`src/rtl/mac_alu_pipe.sv`:
```
// rtl/mac_alu_pipe.sv - two-stage signed MAC/MUL/ACC/CLR datapath with valid/ready and sticky overflow
// Optional saturation on MAC/ACC overflow is enabled by defining MAC_ALU_SATURATE_EN.
`timescale 1ns/1ps

module mac_alu_pipe #(
    parameter int DATA_W = 16,
    parameter int ACC_W  = 40
) (
    input  logic              clk,
    input  logic              rst,
    input  logic              in_valid,
    output logic              in_ready,
    input  logic [1:0]        op_sel,
    input  logic [DATA_W-1:0] a,
    input  logic [DATA_W-1:0] b,
    input  logic [ACC_W-1:0]  acc_in,
    output logic              out_valid,
    input  logic              out_ready,
    output logic [ACC_W-1:0]  result,
    output logic              ovf,
    input  logic              ovf_clr
);

    localparam logic [1:0] OP_MAC = 2'b00;
    localparam logic [1:0] OP_MUL = 2'b01;
    localparam logic [1:0] OP_ACC = 2'b10;
    localparam logic [1:0] OP_CLR = 2'b11;

`ifdef MAC_ALU_SATURATE_EN
    localparam logic [ACC_W-1:0] SAT_MAX = {1'b0, {(ACC_W-1){1'b1}}};
    localparam logic [ACC_W-1:0] SAT_MIN = {1'b1, {(ACC_W-1){1'b0}}};
`endif

    // run_q keeps in_ready low while reset is held and for the edge that releases it
    logic                      run_q, run_d;
    logic                      s1_valid_q, s1_valid_d;
    logic [1:0]                s1_op_q, s1_op_d;
    logic [ACC_W-1:0]          s1_p_q, s1_p_d;
    logic [ACC_W-1:0]          s1_addend_q, s1_addend_d;
    logic                      out_valid_q, out_valid_d;
    logic [ACC_W-1:0]          result_q, result_d;
    logic [ACC_W-1:0]          acc_q, acc_d;
    logic                      ovf_q, ovf_d;

    logic                      en;
    logic signed [2*DATA_W-1:0] prod;
    logic [ACC_W-1:0]          prod_ext;
    logic [ACC_W-1:0]          add_x;
    logic [ACC_W-1:0]          sum;
    logic [ACC_W-1:0]          sum_res;
    logic [ACC_W-1:0]          s2_val;
    logic                      ovf_det;

    always_comb begin
        en       = run_q && (!out_valid_q || out_ready);
        prod     = $signed(a) * $signed(b);
        prod_ext = ACC_W'(prod);

        add_x   = (s1_op_q == OP_ACC) ? acc_q : s1_addend_q;
        sum     = add_x + s1_p_q;
        ovf_det = ((s1_op_q == OP_MAC) || (s1_op_q == OP_ACC)) &&
                  (add_x[ACC_W-1] == s1_p_q[ACC_W-1]) &&
                  (sum[ACC_W-1] != add_x[ACC_W-1]);
`ifdef MAC_ALU_SATURATE_EN
        sum_res = ovf_det ? (add_x[ACC_W-1] ? SAT_MIN : SAT_MAX) : sum;
`else
        sum_res = sum;
`endif

        case (s1_op_q)
            OP_MAC:  s2_val = sum_res;
            OP_MUL:  s2_val = s1_p_q;
            OP_ACC:  s2_val = sum_res;
            default: s2_val = '0;
        endcase
    end

    always_comb begin
        run_d       = 1'b1;
        s1_valid_d  = s1_valid_q;
        s1_op_d     = s1_op_q;
        s1_p_d      = s1_p_q;
        s1_addend_d = s1_addend_q;
        out_valid_d = out_valid_q;
        result_d    = result_q;
        acc_d       = acc_q;
        ovf_d       = ovf_q;

        if (en) begin
            s1_valid_d = in_valid;
            if (in_valid) begin
                s1_op_d     = op_sel;
                s1_p_d      = prod_ext;
                s1_addend_d = acc_in;
            end
            out_valid_d = s1_valid_q;
            if (s1_valid_q) begin
                result_d = s2_val;
                if (s1_op_q == OP_ACC) begin
                    acc_d = sum_res;
                end else if (s1_op_q == OP_CLR) begin
                    acc_d = '0;
                end
            end
        end

        // a fresh overflow in the same cycle as a clear request keeps the flag set
        if (ovf_clr) begin
            ovf_d = 1'b0;
        end
        if (en && s1_valid_q && ovf_det) begin
            ovf_d = 1'b1;
        end
    end

    always_ff @(posedge clk or posedge rst) begin
        if (rst) begin
            run_q       <= 1'b0;
            s1_valid_q  <= 1'b0;
            s1_op_q     <= 2'b00;
            s1_p_q      <= '0;
            s1_addend_q <= '0;
            out_valid_q <= 1'b0;
            result_q    <= '0;
            acc_q       <= '0;
            ovf_q       <= 1'b0;
        end else begin
            run_q       <= run_d;
            s1_valid_q  <= s1_valid_d;
            s1_op_q     <= s1_op_d;
            s1_p_q      <= s1_p_d;
            s1_addend_q <= s1_addend_d;
            out_valid_q <= out_valid_d;
            result_q    <= result_d;
            acc_q       <= acc_d;
            ovf_q       <= ovf_d;
        end
    end

    assign in_ready  = en;
    assign out_valid = out_valid_q;
    assign result    = result_q;
    assign ovf       = ovf_q;

endmodule

```
`config.mk`:
```
export PLATFORM = sky130hd
export DESIGN_NAME = mac_alu_pipe
export DESIGN_NICKNAME = d
export VERILOG_FILES = /design/src/rtl/mac_alu_pipe.sv
export SDC_FILE = /design/constraint.sdc
export NUM_CORES = 1
export LEC_CHECK = 0
export BUFFER_PORTS_ARGS = -buffer_cell sky130_fd_sc_hd__buf_4
export CORE_UTILIZATION = 45
export CTS_BUF_LIST = sky130_fd_sc_hd__clkbuf_4
export CTS_CLUSTER_DIAMETER = 100
export DETAILED_ROUTE_END_ITERATION = 8
export GPL_ROUTABILITY_DRIVEN = 0
export SLEW_MARGIN = 20
export SYNTH_ARGS = -nofsm -noshare
export SYNTH_HDL_FRONTEND = slang
export SYNTH_SLANG_ARGS = --single-unit
```
`constraint.sdc`:
```
create_clock -name clk -period 4.69 [get_ports clk]
set_clock_uncertainty 0.15 [all_clocks]
set_input_delay 0.7035 -clock clk [delete_from_list [all_inputs] [get_ports clk]]
set_output_delay 0.7035 -clock clk [all_outputs]
set_load 0.03 [all_outputs]
```
==> run metrics <==
CP endpoint kind=flip-flop; PortBufs=121; most common cell after layout, fill and taps aside=nand2_1; Post-synth EDFFs=0; Slew HR=between 50% and 60%; P&R area growth vs syn=23.2%; status=complete, but fails checks; max-cap violation count=0; Antenna Nets Post-Route=0; Initial Util=a little under half; clock buffer depth=2; Clk Latency, worst-skew pair=0.61 ns; clock root buffer=clkbuf_4; largest net degree at the start of global routing=roughly 110; Max FO, Critical Path=7; share of the synthesized area in the top cell type=between 20% and 30%; Die H=about 200 um; CP cell instances=buf_12 -> and2_4 -> fa_2 -> fa_2 -> fa_1 -> fa_1 -> fa_1 -> inv_1 -> fa_1 -> inv_2 -> ha_4 -> a21oi_4 -> nand4_1 -> a311oi_2 -> o21ai_2 -> a41o_1 -> a211o_1 -> a21oi_2 -> xor2_1 -> o21ai_1; Mapped Avg Cell Area=between 9 and 10 um2; Detail Placement HPWL=36.6 mm; NumNets Final=about 2,700; failing checks=setup timing; Seq/Total Area, Yosys=a little over a fifth; GR Overflow Total=0; WP buf/inv=3; synth warn=0; WL/cell=16.1 um; global-route wire length before repair=between 70 and 80 mm; total number of vias=14,338; wirelength, routed=45.4 mm; H-tree Lvls=4; syn_nets=2,486; most frequent cells in the layout=nand2_1 (356), inv_1 (274), buf_4 (255); final hold viol count=0; initial antenna violation count=1; drc violations=0; DIE AREA=around 42,000 um2; layout cell share with drive strength beyond 1=around 24%; top cells by area, synth=fa_1 (29%), dfrtp_1 (22%), ha_1 (8.3%), nand2_1 (7.6%), inv_1 (5.9%); Initial DRT Pass Iterations=5; vias in the first global route=between 10,000 and 15,000; Netlist cell types=slightly below 60; Worst-Margin Slew=0.725 ns; Die X=a little over 200 um; Ports=~120; placement row count=73; # clock sinks=~160; GRT Util Overall=between 20% and 30%; via-per-instance ratio=5.09; fin crit share=121%; core region area=about 40,000 um2; fmax=approximately 180 MHz; Crit path max-delay family=adder cells; fin worst setup slack=-0.988 ns; Final min period=5.68 ns; worst hold path class=input port to async pin; Worst-path clk slew=0.13 ns; CTS buffer count=17; RSZ-0062 raised after global routing=yes; Mapped Area=~18,000 um2; top_reg_cell synth=dfrtp_1; WP data required=~5 ns; delay of the slowest cell on the worst path=between 0.6 and 0.7 ns; detailed router's first-iteration violation count=a little over 800; fin. max-slew vios=0; # setup viols final=21; CTS tree=done; Setup CP Type=input port to flip-flop; Worst setup SP type=input port; cts hold-fix bufs=0; Arr. time, crit path=about 6 ns; CP max-delay cell=fa_2; worst hold slack=slightly below 0.05 ns; CP most frequent cell=fa_1; Yosys top cell by area=fa_1; register bit count reported by yosys=158; asr flop ratio synth=100%; Cells after Synth=2,023
## routing by layer
| layer | vias to the layer above | global-route usage, % | part of all wire (%) |
|---|---|---|---|
| met1 | 7023 | 31.8 | 47 |
| met5 | - | 0 | 0 |
| met2 | 308 | 38.8 | 48 |
| met4 | 0 | 5.08 | 1.5 |
| li1 | 6953 | - | - |
| met3 | 54 | 2.16 | 3.5 |
## synth_stat cells (11+ instances only)
cell / count
mux2_2: 48
a21oi_1: 92
dfrtp_1: 158
a31oi_1: 13
nand2_1: 370
clkbuf_1: 74
and2_1: 129
nor3_1: 17
nand2b_1: 22
nand3_1: 16
a211oi_1: 11
and3_1: 14
xor2_1: 27
xnor2_1: 38
inv_1: 290
o21ai_1: 23
nor2_1: 70
o31ai_1: 25
a21o_1: 30
ha_1: 121
o21ai_0: 81
fa_1: 263
## cell type report
class	count	area, um2
Clock buffer	18	135
Multi-Input combinational cell	1494	13800
Tap cell	525	657
Antenna cell	1	2.50
Inverter	290	1090
Sequential cell	158	3960
Timing Repair Buffer	319	2840
Fill cell	3610	17300
Clock inverter	14	145
## final timing paths
kind | start | end | slack, ns | cells after the start
max | a[15] | s1_p_q[30] | -0.99 | 20
min | rst | result[4] | 0.05 | 3
max reg2reg | s1_op_q[1] | result[39] | 0.33 | 13
min reg2reg | acc_q[22] | acc_q[22] | 0.34 | 2
max in group asynchronous | rst | s1_p_q[24] | 3.78 | 3
min in group clk | op_sel[1] | s1_op_q[1] | 0.12 | 3
## logic make-up after synthesis
group	count (synthesis)	share of synthesized area [%]
flip-flops	158	21.6
AO/OA/AOI/OAI	323	10.8
multiplexers	51	3.11
buffers and inverters	371	7.60
adder cells (fa/ha/maj)	384	37.0
other	1	0.0205
XOR/XNOR	65	3.11
AND/OR/NAND/NOR	670	16.8
## flip-flops by register name (all words and copies together) (netlist names)
| register | count |
|---|---|
| ovf | 1 |
| run_q | 1 |
| s1_valid_q | 1 |
| s1_op_q | 2 |
| s1_p_q | 32 |
| acc_q | 40 |
| result | 40 |
| s1_addend_q | 40 |
| out_valid | 1 |
## per-stage QoR
step	instance area [um2]	util (%)	setup slack (ns)	TNS [ns]	std cells
CTS	22300	55.8	-0.895	-11.41	2808
floorplan	18700	-	-1.43	-20.38	2023
global route	22600	56.6	-1.13	-15.94	2819
global placement	21200	53.2	-1.69	-30.08	2764
detailed placement	21200	53.2	-1.79	-31.68	2764
finish	22600	56.6	-0.988	-13.54	2819
## timing repair
| action | CTS | global route |
|---|---|---|
| gates cloned | 1 | 1 |
| resized for setup | 159 | 57 |
| endpoints found under the setup margin | 22 | 25 |
| setup buffers | 11 | 11 |
| pin swaps | 77 | 51 |
## worst reg2reg max path: cells and delay by family, from the launching register on
family / cells / cell delay [ns]
multiplexers: 1 / 0.39
AO/OA/AOI/OAI: 5 / 1.38
flip-flops: 1 / 0.51
XOR/XNOR: 1 / 0.21
buffers and inverters: 1 / 0.36
AND/OR/NAND/NOR: 4 / 0.87
adder cells (fa/ha/maj): 1 / 0.40
Power is left out: the tool's default activity adds up to more than one toggle a clock period on the data nets, which glitch-free logic cannot reach.
